--- src/rtl/ifetch_unit.sv ---
// ifetch_unit: instruction-fetch front end with req/ack memory port and decode hand-off.
// Optional feature macro: IFETCH_ALIGN_CHK_EN (misaligned PCs become NOP entries without a fetch).
`default_nettype none

module ifetch_unit #(
    parameter logic [31:0] NOP_INSTR = 32'h00000000,
    parameter int          CNT_W     = 16
) (
    input  logic             clk,
    input  logic             rst_n,
    input  logic [31:0]      pc_in,
    output logic             busy,
    input  logic             flush,
    output logic             imem_req,
    output logic [31:0]      imem_addr,
    input  logic             imem_ack,
    input  logic [31:0]      imem_rdata,
    output logic [31:0]      instr,
    output logic [31:0]      instr_pc,
    output logic             instr_valid,
    input  logic             id_ready,
    output logic             fetch_misalign,
    output logic [CNT_W-1:0] stall_cnt
);

    typedef enum logic [1:0] {
        S_IDLE  = 2'd0,
        S_FETCH = 2'd1,
        S_VALID = 2'd2,
        S_DROP  = 2'd3
    } state_t;

    state_t           r_state;
    logic [31:0]      r_addr;
    logic [31:0]      r_instr;
    logic [31:0]      r_instr_pc;
    logic [CNT_W-1:0] r_stall;

    logic             w_launch;
    logic             w_misaligned;
    logic [31:0]      w_launch_addr;

    always_comb begin
        w_launch = 1'b0;
        case (r_state)
            S_IDLE:  w_launch = 1'b1;
            S_FETCH: w_launch = imem_ack & flush;
            S_VALID: w_launch = flush | id_ready;
            S_DROP:  w_launch = imem_ack;
            default: w_launch = 1'b0;
        endcase
    end

`ifdef IFETCH_ALIGN_CHK_EN
    logic r_misalign;

    assign w_misaligned   = |pc_in[1:0];
    assign w_launch_addr  = pc_in;
    assign fetch_misalign = r_misalign;

    always_ff @(posedge clk or negedge rst_n) begin
        if (!rst_n) begin
            r_misalign <= 1'b0;
        end else if (w_launch) begin
            r_misalign <= w_misaligned;
        end
    end
`else
    logic w_unused_pc_lsb;

    assign w_unused_pc_lsb = |pc_in[1:0];
    assign w_misaligned    = 1'b0;
    assign w_launch_addr   = {pc_in[31:2], 2'b00};
    assign fetch_misalign  = 1'b0;
`endif

    // A flush lets the PC register load its target; a hand-off lets it advance.
    assign busy = (r_state == S_IDLE) |
                  (~flush & ~((r_state == S_VALID) & id_ready));

    always_ff @(posedge clk or negedge rst_n) begin
        if (!rst_n) begin
            r_state    <= S_IDLE;
            r_addr     <= 32'h0;
            r_instr    <= 32'h0;
            r_instr_pc <= 32'h0;
            r_stall    <= '0;
        end else begin
            if ((r_state != S_VALID) && (r_stall != {CNT_W{1'b1}})) begin
                r_stall <= r_stall + 1'b1;
            end
            if (w_launch) begin
                r_addr <= w_launch_addr;
                if (w_misaligned) begin
                    r_state    <= S_VALID;
                    r_instr    <= NOP_INSTR;
                    r_instr_pc <= pc_in;
                end else begin
                    r_state <= S_FETCH;
                end
            end else if (r_state == S_FETCH) begin
                if (imem_ack) begin
                    r_state    <= S_VALID;
                    r_instr    <= imem_rdata;
                    r_instr_pc <= r_addr;
                end else if (flush) begin
                    r_state <= S_DROP;
                end
            end
        end
    end

    assign imem_req    = (r_state == S_FETCH) | (r_state == S_DROP);
    assign imem_addr   = r_addr;
    assign instr       = r_instr;
    assign instr_pc    = r_instr_pc;
    assign instr_valid = (r_state == S_VALID);
    assign stall_cnt   = r_stall;

endmodule

`default_nettype wire

--- config.mk ---
export PLATFORM = sky130hd
export DESIGN_NAME = ifetch_unit
export DESIGN_NICKNAME = d
export VERILOG_FILES = /design/src/rtl/ifetch_unit.sv
export SDC_FILE = /design/constraint.sdc
export NUM_CORES = 1
export LEC_CHECK = 0
export CAP_MARGIN = 25
export CORE_ASPECT_RATIO = 0.7
export CORE_MARGIN = 2
export CORE_UTILIZATION = 33
export CTS_BUF_LIST = sky130_fd_sc_hd__clkbuf_16
export DETAILED_ROUTE_END_ITERATION = 10
export GPL_ROUTABILITY_DRIVEN = 1
export GPL_TIMING_DRIVEN = 0
export MAX_ROUTING_LAYER = met4
export SLEW_MARGIN = 0
export SYNTH_ARGS = -nofsm -noshare
export SYNTH_HDL_FRONTEND = slang
export SYNTH_SLANG_ARGS = --single-unit
export TNS_END_PERCENT = 5
--- constraint.sdc ---
create_clock -name clk -period 2.25 [get_ports clk]
set_clock_uncertainty 0.05 [all_clocks]
set_input_delay 0.225 -clock clk [delete_from_list [all_inputs] [get_ports clk]]
set_output_delay 0.225 -clock clk [all_outputs]
set_load 0.01 [all_outputs]
==> results by group <==
Outcome
  • Status: finished clean

Placement
  • Post-place instance area: 0.00641 mm2
  • DP Worst Slack: 0.0205 ns
  • RePlAce Congestion: 0.749
  • DPL Wire Length: 7760 um
  • PortBufs: 177

Cells and area
  • Antenna cells: 0
  • Multi-input logic area: 0.00155 mm2
  • Share of cells above drive strength 1: between 20% and 30%
  • Cell area after layout: 0.00669 mm2
  • Area grow syn2layout: 52.4%
  • FILL cells: approximately 1100
  • Register area: ~0.0028 mm2
  • Final Util: between 50% and 60%
  • Final #Nets: roughly 550

Detailed routing
  • Via density: between 4 and 5
  • Total wire length: 10600 um
  • Initial DRC count: 85
  • Post-DR wirelength/cell: 16.3 um
  • DR WL met3: ~840 um
  • Drt pass-1 iters: 3
  • Vias post-DR: 2967
  • Top sig layer: met4
  • M1 WL: 4970 um
  • Detail Route met2 WL: 4700 um
  • # DRC: 0
  • Routed Antenna Nets: 0

GRT
  • Total congestion overflow: 0
  • Largest net degree at the start of global routing: 59
  • Vias in the first global route: between 3000 and 4000
  • Gr usage total: between 10% and 20%
  • Initial antenna violation count: 0
  • Global-route wire length before repair: 16800 um

Logic synthesis
  • Unique masters post-synth: 34
  • Async SR Flop Fraction: 100%
  • Flops & latches, synth: 110
  • Top FF cell, synth: dfrtp_1
  • Area contributors post-synth: dfrtp_1, mux2_2, xor2_1, buf_4, buf_2
  • Yosys top cell area share: a little over three fifths
  • Post-synth top cells: dfrtp_1, mux2_2, xor2_1, buf_2, buf_4
  • Leading cell type by number of instances after synthesis: dfrtp_1
  • Largest area contributor in the netlist: dfrtp_1
  • Mapped Area: 0.00439 mm2
  • Avg Inst Size Synth: 15.5 um2
  • Synth warn: 0
  • EDFF count, synth: 0
  • Cells after Synth: between 200 and 300
  • Register area share after synthesis: a little over three fifths

Pwr
  • Max VDD drop: ~0.62 mV
  • Power Density: between 1000 and 1500 mW/mm2
  • Leak: 2.82 nW

Worst setup path
  • Critical R2R Capture: stall_cnt[1]$_DFFE_PN0P_
  • Crit path from: r_state[0]$_DFFE_PN0P_
  • Type of the worst setup path: reg -> out
  • Worst Setup End Kind: primary output
  • CP Max Fanout: 10
  • Startpoint Class: register
  • CP arrival: 1.85 ns
  • RR Startpoint: stall_cnt[0]$_DFFE_PN0P_
  • Worst R2R Setup Slack: 0.26 ns
  • Worst Path Required: around 2 ns
  • Reg2Reg Depth: 5
  • CP endpoint: instr_valid

STA
  • Setup repair after global routing missed its margin: false
  • Final setup vio count: 0
  • Fin. Hold Viols: 0
  • Max-slew headroom: approximately 54%
  • Tcrit/Tclk final: 94.3%
  • Fin Setup TNS: 0 ns
  • Minimum clock period: about 2.1 ns
  • Fmax: 0.471 GHz
  • Worst Tran Pin Value: 0.696 ns
  • Final Worst Setup Slack: 0.128 ns
  • Final Max Slew Viols: 0

Floorplanning
  • # IOs: 185
  • Core Area: 0.0131 mm2
  • Chip Height: approximately 100 um
  • Initial Utilization: 33.5%
  • Count of standard-cell rows: 35
  • Total die area: 0.0143 mm2
  • Chip Width: 142 um

Clock network
  • Clock Latency Late Sink: 0.34 ns
  • Num CTS Buffers: 9
  • CTS clk-pin slew, worst paths: ~0.070 ns
  • TritonCTS clock tree: yes
  • Clock sink count: 110
  • Root Driver: clkbuf_16
  • CTS Buffer Depth: 2
  • CTS HTree Levels: 3
  • Postcts setup bufs: 0

Flow run
  • Max cap viols: 0

Hold path
  • Type of the worst min-delay path: in -> async
through the flow:
stage          hold WS, ns  power, mW  cells
2_1_floorplan       -0.121       4.22    287
3_3_place_gp         0.435       5.94    630
3_5_place_dp         0.272       6.01    631
4_1_cts              0.426       7.51    648
5_1_grt              0.427       7.84    648
6_report             0.423       7.39    648
power breakdown:
group	total, mW	internal [mW]	switching (mW)	leakage [nW]
clock	1.45	0.744	0.706	0.130
sequential	3.10	2.66	0.449	1.31
combinational	2.83	1.82	1.02	1.38
total	7.39	5.22	2.17	2.82
routing by layer:
layer | GRT usage, % | vias up
met5 | - | -
li1 | - | 1383
met1 | 20.6 | 1470
met4 | 4.15 | 0
met3 | 5.80 | 7
met2 | 23.1 | 107
flip-flops by register name, summed over array words and instances, names as in the netlist:
| signal | flops |
|---|---|
| imem_addr | 30 |
| stall_cnt | 16 |
| instr | 32 |
| r_state | 2 |
| instr_pc | 30 |
how the worst min path moves through the flow:
stage                                 to  slack (ns)  cells after the start                 startpoint
2_1_floorplan  imem_addr[10]$_DFFE_PN0P_       -0.12                      0                      rst_n
4_1_cts         imem_addr[9]$_DFFE_PN0P_        0.43                      2                   pc_in[9]
3_5_place_dp   imem_addr[14]$_DFFE_PN0P_        0.27                      1                      rst_n
5_1_grt            instr[17]$_DFFE_PN0P_        0.43                      2             imem_rdata[17]
6_report       imem_addr[16]$_DFFE_PN0P_        0.42                      2                      rst_n
3_3_place_gp   stall_cnt[15]$_DFFE_PN0P_        0.44                      1  stall_cnt[15]$_DFFE_PN0P_
logic make-up (layout without fill, tap and decap cells):
kind of cell / after synthesis / in the layout / share of synthesized area (%)
flip-flops: 110 / 110 / 62.7
other: 1 / 5 / 0.0854
adder cells (fa/ha/maj): 1 / 1 / 0.285
AO/OA/AOI/OAI: 5 / 5 / 0.741
multiplexers: 94 / 94 / 24.2
buffers and inverters: 17 / 212 / 2.37
AND/OR/NAND/NOR: 40 / 40 / 6.61
XOR/XNOR: 15 / 15 / 2.99
worst max-delay path: stages, from the launching register on:
cell and delay, ns:
dfrtp_1 0.49, nor2b_4 0.20, buf_2 0.24, clkdlybuf4s50_1 0.57
cells in the final DEF (no fill, tap or decap), types with 4 or more instances in the layout:
| cell type | count |
|---|---|
| nand2_1 | 4 |
| clkdlybuf4s50_1 | 176 |
| buf_2 | 8 |
| nor2_1 | 5 |
| xor2_1 | 15 |
| clkbuf_16 | 9 |
| dfrtp_1 | 110 |
| nand3_1 | 4 |
| mux2_2 | 93 |
| conb_1 | 5 |
| nor3_1 | 4 |
| buf_4 | 9 |
layout make-up:
| type | count | share of cell area (%) |
|---|---|---|
| multi-input combinational | 160 | 23.2 |
| timing repair buffer | 179 | 27.0 |
| clock inverter | 7 | 0.617 |
| buffer | 17 | 1.55 |
| tap | 166 | 3.10 |
| sequential | 110 | 41.1 |
| clock buffer | 9 | 3.37 |
what timing repair did:
item | CTS | global route
hold buffers | 1 | 0
hold endpoints to repair | 52 | 0
endpoints found under the setup margin | 0 | 1
resized for setup | 0 | 1
(Power assumes the default switching activity.)
